$ cat config.mk
export PLATFORM = sky130hd
export DESIGN_NAME = mem_wb_stage
export DESIGN_NICKNAME = d
export VERILOG_FILES = /design/src/rtl/core_pkg.sv /design/src/rtl/dmem_req_fsm.sv /design/src/rtl/mem_wb_stage.sv
export SDC_FILE = /design/constraint.sdc
export NUM_CORES = 1
export LEC_CHECK = 0
export CORE_MARGIN = 5
export CORE_UTILIZATION = 45
export DETAILED_ROUTE_END_ITERATION = 16
export GPL_TIMING_DRIVEN = 0
export MAX_ROUTING_LAYER = met4
export PLACE_DENSITY_LB_ADDON = 0.25
export SKIP_CTS_REPAIR_TIMING = 1
export SLEW_MARGIN = 0
export SYNTH_ARGS = -nofsm -noshare
export SYNTH_HDL_FRONTEND = slang
export SYNTH_SLANG_ARGS = --single-unit
$ cat constraint.sdc
create_clock -name clk_i -period 4 [get_ports clk_i]
set_input_delay 0.4 -clock clk_i [delete_from_list [all_inputs] [get_ports clk_i]]
set_output_delay 0.4 -clock clk_i [all_outputs]
set_load 0.02 [all_outputs]
$ cat src/rtl/core_pkg.sv
// core_pkg: shared definitions for the MEM stage of the 5-stage RISC-V core.
//   OP_LW / OP_SW     EX/MEM operation codes that may touch data memory
//   WB_REGWRITE/...   bit positions inside the 2-bit Wb control field
//   mem_state_t       data-memory handshake FSM states
//   is_load/is_store  access decode; the Mem_Read/Mem_Write flags are sticky
//                     upstream, so they only count together with the opcode
package core_pkg;

    localparam logic [3:0] OP_LW = 4'b0101;
    localparam logic [3:0] OP_SW = 4'b0110;

    localparam int unsigned WB_REGWRITE = 1;
    localparam int unsigned WB_MEMTOREG = 0;

    typedef enum logic {
        IDLE = 1'b0,
        BUSY = 1'b1
    } mem_state_t;

    function automatic logic is_load(input logic [3:0] op, input logic mem_read);
        return (op == OP_LW) && mem_read;
    endfunction

    function automatic logic is_store(input logic [3:0] op, input logic mem_write);
        return (op == OP_SW) && mem_write;
    endfunction

endpackage

$ cat src/rtl/dmem_req_fsm.sv
// dmem_req_fsm: req/ack handshake controller for the data-memory port.
//   clk_i, rst_i      core clock, asynchronous active-low reset
//   load_i, store_i   decoded access from the EX/MEM register
//   addr_i, wdata_i   access address and store data
//   dmem_ack_i        one-cycle completion pulse from memory
//   dmem_req_o/we/addr/wdata   memory request, held stable while BUSY
//   stall_o           hold the upstream pipeline this cycle
//   err_o             one-cycle pulse after a misaligned access or a timeout
//   complete_o        BUSY cycle in which ack arrives (capture edge follows)
//   abort_o           BUSY cycle in which the access times out
module dmem_req_fsm
    import core_pkg::*;
#(
    parameter int unsigned TIMEOUT = 16
) (
    input  logic        clk_i,
    input  logic        rst_i,
    input  logic        load_i,
    input  logic        store_i,
    input  logic [31:0] addr_i,
    input  logic [31:0] wdata_i,
    input  logic        dmem_ack_i,
    output logic        dmem_req_o,
    output logic        dmem_we_o,
    output logic [31:0] dmem_addr_o,
    output logic [31:0] dmem_wdata_o,
    output logic        stall_o,
    output logic        err_o,
    output logic        complete_o,
    output logic        abort_o
);

    // Counter value of the last BUSY cycle before giving up on the memory.
    localparam logic [7:0] TimeoutLast = 8'(TIMEOUT - 1);

    mem_state_t  state_q, state_d;
    logic [7:0]  cnt_q, cnt_d;
    logic        req_q, req_d;
    logic        we_q, we_d;
    logic [31:0] addr_q, addr_d;
    logic [31:0] wdata_q, wdata_d;
    logic        err_q, err_d;

    logic access;
    logic misaligned;

    assign access     = load_i | store_i;
    assign misaligned = access && (addr_i[1:0] != 2'b00);

    always_comb begin
        state_d    = state_q;
        cnt_d      = cnt_q;
        req_d      = req_q;
        we_d       = we_q;
        addr_d     = addr_q;
        wdata_d    = wdata_q;
        err_d      = 1'b0;
        stall_o    = 1'b0;
        complete_o = 1'b0;
        abort_o    = 1'b0;

        unique case (state_q)
            IDLE: begin
                // Ack arriving while IDLE belongs to nobody and is dropped.
                if (access) begin
                    if (misaligned) begin
                        err_d = 1'b1;
                    end else begin
                        stall_o = 1'b1;
                        state_d = BUSY;
                        cnt_d   = 8'd0;
                        req_d   = 1'b1;
                        we_d    = store_i;
                        addr_d  = addr_i;
                        wdata_d = wdata_i;
                    end
                end
            end
            BUSY: begin
                // Ack is tested first so a late ack on the last cycle still completes.
                if (dmem_ack_i) begin
                    complete_o = 1'b1;
                    state_d    = IDLE;
                    cnt_d      = 8'd0;
                    req_d      = 1'b0;
                    we_d       = 1'b0;
                    addr_d     = '0;
                    wdata_d    = '0;
                end else if (cnt_q == TimeoutLast) begin
                    abort_o = 1'b1;
                    err_d   = 1'b1;
                    state_d = IDLE;
                    cnt_d   = 8'd0;
                    req_d   = 1'b0;
                    we_d    = 1'b0;
                    addr_d  = '0;
                    wdata_d = '0;
                end else begin
                    stall_o = 1'b1;
                    if (cnt_q != 8'hFF) begin
                        cnt_d = cnt_q + 8'd1;
                    end
                end
            end
            default: begin
                state_d = IDLE;
            end
        endcase
    end

    always_ff @(posedge clk_i or negedge rst_i) begin
        if (!rst_i) begin
            state_q <= IDLE;
            cnt_q   <= 8'd0;
            req_q   <= 1'b0;
            we_q    <= 1'b0;
            addr_q  <= '0;
            wdata_q <= '0;
            err_q   <= 1'b0;
        end else begin
            state_q <= state_d;
            cnt_q   <= cnt_d;
            req_q   <= req_d;
            we_q    <= we_d;
            addr_q  <= addr_d;
            wdata_q <= wdata_d;
            err_q   <= err_d;
        end
    end

    assign dmem_req_o   = req_q;
    assign dmem_we_o    = we_q;
    assign dmem_addr_o  = addr_q;
    assign dmem_wdata_o = wdata_q;
    assign err_o        = err_q;

endmodule

$ cat src/rtl/mem_wb_stage.sv
// mem_wb_stage: MEM stage plus MEM/WB pipeline register.
//   clk_i, rst_i                 core clock, asynchronous active-low reset
//   operation_i, Mem_Read_i,
//   Mem_Write_i                  EX/MEM opcode and (sticky) access flags
//   addr_data_i, write_data_i    ALU result / address and store data
//   MEM_WB_Wb_i, rd_i            write-back controls and destination register
//   dmem_*                       variable-latency data-memory req/ack port
//   stall_o                      hold PC/IF_ID/ID_EX/EX_MEM this cycle
//   RegWrite_o, MemtoReg_o,
//   alu_result_o, mem_data_o,
//   rd_o                         registered MEM/WB outputs
//   err_o                        one-cycle pulse on misaligned access or timeout
module mem_wb_stage
    import core_pkg::*;
#(
    parameter int unsigned TIMEOUT = 16
) (
    input  logic        clk_i,
    input  logic        rst_i,
    input  logic [3:0]  operation_i,
    input  logic        Mem_Read_i,
    input  logic        Mem_Write_i,
    input  logic [31:0] addr_data_i,
    input  logic [31:0] write_data_i,
    input  logic [1:0]  MEM_WB_Wb_i,
    input  logic [4:0]  rd_i,
    output logic        dmem_req_o,
    output logic        dmem_we_o,
    output logic [31:0] dmem_addr_o,
    output logic [31:0] dmem_wdata_o,
    input  logic        dmem_ack_i,
    input  logic [31:0] dmem_rdata_i,
    output logic        stall_o,
    output logic        RegWrite_o,
    output logic        MemtoReg_o,
    output logic [31:0] alu_result_o,
    output logic [31:0] mem_data_o,
    output logic [4:0]  rd_o,
    output logic        err_o
);

    logic load;
    logic store;
    logic access;
    logic complete;
    logic abort;

    assign load   = is_load(operation_i, Mem_Read_i);
    assign store  = is_store(operation_i, Mem_Write_i);
    assign access = load | store;

    dmem_req_fsm #(
        .TIMEOUT (TIMEOUT)
    ) u_dmem_req_fsm (
        .clk_i        (clk_i),
        .rst_i        (rst_i),
        .load_i       (load),
        .store_i      (store),
        .addr_i       (addr_data_i),
        .wdata_i      (write_data_i),
        .dmem_ack_i   (dmem_ack_i),
        .dmem_req_o   (dmem_req_o),
        .dmem_we_o    (dmem_we_o),
        .dmem_addr_o  (dmem_addr_o),
        .dmem_wdata_o (dmem_wdata_o),
        .stall_o      (stall_o),
        .err_o        (err_o),
        .complete_o   (complete),
        .abort_o      (abort)
    );

    logic        regwrite_q, regwrite_d;
    logic        memtoreg_q, memtoreg_d;
    logic [4:0]  rd_q, rd_d;
    logic [31:0] alu_q, alu_d;
    logic [31:0] mem_data_q, mem_data_d;

    always_comb begin
        regwrite_d = regwrite_q;
        memtoreg_d = memtoreg_q;
        rd_d       = rd_q;
        alu_d      = alu_q;
        mem_data_d = mem_data_q;

        if (complete) begin
            // EX/MEM inputs are still held by the stall, so they describe this access.
            regwrite_d = MEM_WB_Wb_i[WB_REGWRITE];
            memtoreg_d = MEM_WB_Wb_i[WB_MEMTOREG];
            rd_d       = rd_i;
            alu_d      = addr_data_i;
            if (load) begin
                mem_data_d = dmem_rdata_i;
            end
        end else if (access || stall_o || abort) begin
            // Bubble: the access is either in flight, misaligned or abandoned.
            regwrite_d = 1'b0;
            memtoreg_d = 1'b0;
            rd_d       = 5'd0;
        end else begin
            regwrite_d = MEM_WB_Wb_i[WB_REGWRITE];
            memtoreg_d = MEM_WB_Wb_i[WB_MEMTOREG];
            rd_d       = rd_i;
            alu_d      = addr_data_i;
        end
    end

    always_ff @(posedge clk_i or negedge rst_i) begin
        if (!rst_i) begin
            regwrite_q <= 1'b0;
            memtoreg_q <= 1'b0;
            rd_q       <= 5'd0;
            alu_q      <= '0;
            mem_data_q <= '0;
        end else begin
            regwrite_q <= regwrite_d;
            memtoreg_q <= memtoreg_d;
            rd_q       <= rd_d;
            alu_q      <= alu_d;
            mem_data_q <= mem_data_d;
        end
    end

    assign RegWrite_o   = regwrite_q;
    assign MemtoReg_o   = memtoreg_q;
    assign rd_o         = rd_q;
    assign alu_result_o = alu_q;
    assign mem_data_o   = mem_data_q;

endmodule

==> metrics <==
r2r endpoint=u_dmem_req_fsm.cnt_q[3]$_DFFE_PN0P_; R2R depth=6; GRT Util Overall=0.229; drt pass-1 iters=4; Clock Skews=around 8.7 ps; Post-synth EDFFs=0; max-cap violation count=0; Pleak=0.00408 uW; crit end category=output pin; type of the most critical hold path=input pin to async pin; initial DRC count=about 230; largest net degree at the start of global routing=79; Mapped Nets=485; Startpoint Class=input pin; Clock Latency Late Sink=420 ps; die span in y=122 um; layout cells sized above 1=0.178; clk slew on worst S/H paths=60 ps; sequential power share=0.406; CTS Buffer Depth=2; WP data required=between 3000 and 4000 ps; Ys Warns=0; Pint=3210 uW; relative slew slack=0.573; fmax=0.354 GHz; cell total after placement=just under 800; Worst EP arrival=2430 ps; status=finished, violations left; Sw Pwr=1090 uW; Initial Util=0.454; synthesized area=5650 sq um; DRT antenna net count=0; CTS sink cnt=147; synthesized area per cell=15.2 sq um; worst hold slack=-21.5 ps; grt ovf=0; final worst path period need=2830 ps; GP Congestion=0.871; violated checks=hold timing; Die Area=14900 sq um; post-synthesis sequential area ratio=0.651; core area=12500 sq um; Logic pwr share=0.205; reg-to-reg slack, setup=2130 ps; average wire per standard cell=19.7 um; Final Hold Viols=15; crit-path max FO=10; Setup-failing EPs final=0; Slew @ Worst Pin=641 ps; die width=122 um; worst vdd ir=0.354 mV; initial antenna violation count=0; pwr dens=476 nW/um^2; htree depth=4; fin cells=824; Slew Limit Fails=0; Setup Crit Path Kind=input pin to output pin; Net Sw Frac=0.253; RSZ-0062 raised after global routing=no; Ports=251; Synth cell types=43; R2R Path Start=u_dmem_req_fsm.cnt_q[0]$_DFFE_PN0P_; floorplan row count=41; Area Growth Syn to Fin=59.6%; vias per cell=between 5 and 6; number of global-route vias before repair=4528; final critical-path share of the clock period=0.707; top_reg_cell synth=dfrtp_1; drt drc=0; Num CTS Buffers=17; CTS tree=built; detailed placer's ending HPWL=~12 mm; via count=~4300; final wirelength=~16 mm; ys async rst share=1.00; Ant. Diodes=0; global-route wire length before repair=25.1 mm; Clk pwr share=0.389; cell count after synthesis=372; number of synthesized register bits=147; number of port buffers=250; CTS Root Cell=clkbuf_16; Finished Core Util=0.724; nets@finish=~760
critical path: stages:
cell and delay (ps):
clkdlybuf4s50_1 480, nor4b_2 370, o211ai_1 230, buf_2 240, nand2_1 90, clkdlybuf4s50_1 620
cell usage in the layout (no fill, tap or decap), types with 2 or more instances in the layout:
cell             instances
and3b_1                  2
clkbuf_8                 3
mux2_2                  53
buf_2                   14
clkdlybuf4s50_1        249
nor2_1                   2
and2_1                   8
nor2b_1                  2
clkinv_2                 2
nand3_1                  9
buf_6                   10
mux2_4                   3
nand2_1                  7
mux2_1                   9
clkinv_4                 2
o21a_1                   2
clkbuf_16               17
dfrtp_1                147
a21oi_1                  2
bufinv_16                4
inv_1                    3
mux2i_1                  5
a22o_1                  62
and3_1                   2
nand3b_1                 2
a211oi_1                 6
power by group through the flow:
stage,clock network (uW),registers (uW),logic (uW)
after detailed placement,0,1760,887
final,1670,1750,880
after global routing,1770,1770,928
after CTS,1710,1750,893
after floorplan,0,1950,172
after global placement,0,1760,872
worst max path at each step:
| stage | startpoint | to | depth (start not counted) |
|---|---|---|---|
| finish | addr_data_i[1] | stall_o | 6 |
| global route | u_dmem_req_fsm.state_q$_DFF_PN0_ | stall_o | 6 |
| CTS | addr_data_i[1] | stall_o | 6 |
| detailed placement | addr_data_i[1] | stall_o | 6 |
| global placement | rst_i | mem_data_o[16]$_DFFE_PN0P_ | 1 |
| floorplan | operation_i[1] | mem_data_o[22]$_DFFE_PN0P_ | 5 |
synthesized netlist by cell type (all sizes together) (2+ instances only):
cell type | number | area (sq um)
nor4b | 2 | 23.8
nor2 | 3 | 18.8
mux2i | 5 | 50.1
nand3b | 2 | 15.0
inv | 3 | 11.3
o21a | 2 | 15.0
a21oi | 3 | 18.8
a211oi | 6 | 45.0
buf | 23 | 171
and3 | 2 | 12.5
a22o | 62 | 543
nand3 | 9 | 45.0
mux2 | 65 | 743
nor2b | 2 | 12.5
nand2 | 7 | 26.3
and3b | 2 | 17.5
and2 | 8 | 50.1
o21ai | 2 | 13.8
dfrtp | 147 | 3680
registers in the layout (all words and copies together) (netlist names):
signal                       cells
u_dmem_req_fsm.dmem_wdata_o     32
u_dmem_req_fsm.err_o             1
u_dmem_req_fsm.state_q           1
rd_o                             5
alu_result_o                    32
MemtoReg_o                       1
u_dmem_req_fsm.cnt_q             8
RegWrite_o                       1
u_dmem_req_fsm.dmem_req_o        1
u_dmem_req_fsm.dmem_we_o         1
u_dmem_req_fsm.dmem_addr_o      32
mem_data_o                      32
logic make-up (layout without fill, tap and decap cells):
group,count (synthesis),after routing,share of synthesized area
multiplexers,70,70,0.140
flip-flops,147,147,0.651
AO/OA/AOI/OAI,82,82,0.123
buffers and inverters,28,308,0.0336
AND/OR/NAND/NOR,44,44,0.0505
adder cells (fa/ha/maj),1,1,0.00221
layout make-up:
cell class	instances	area (sq um)
clock buffers	20	467
multi-input cells	197	1790
flip-flops and latches	147	3680
inverters	4	15.0
well taps	172	215
plain buffers	24	175
repair buffers	251	2530
fillers	839	3440
clock inverters	9	155
per-stage QoR:
step                cell area [sq um]  setup TNS (ps)  power [uW]  hold WS [ps]  setup WS, ps
finish                           9020               0        4300         -21.5          1170
global route                     9020               0        4460          28.6          1060
global placement                 8370         -453530        2630           462         -3090
detailed placement               8400               0        2650           452          1200
CTS                              9020               0        4340        -0.602          1180
floorplan                        5650               0        2120           104          2360
routing by layer:
metal	part of all wire	wire length [um]	track usage	vias to the layer above
met4	0.021	333	0.0742	0
met3	0.081	1310	0.0734	28
met2	0.50	8070	0.369	193
met5	0	0	-	-
li1	-	-	-	1922
met1	0.40	6490	0.275	2108
Power figures use the tool's default switching activity.
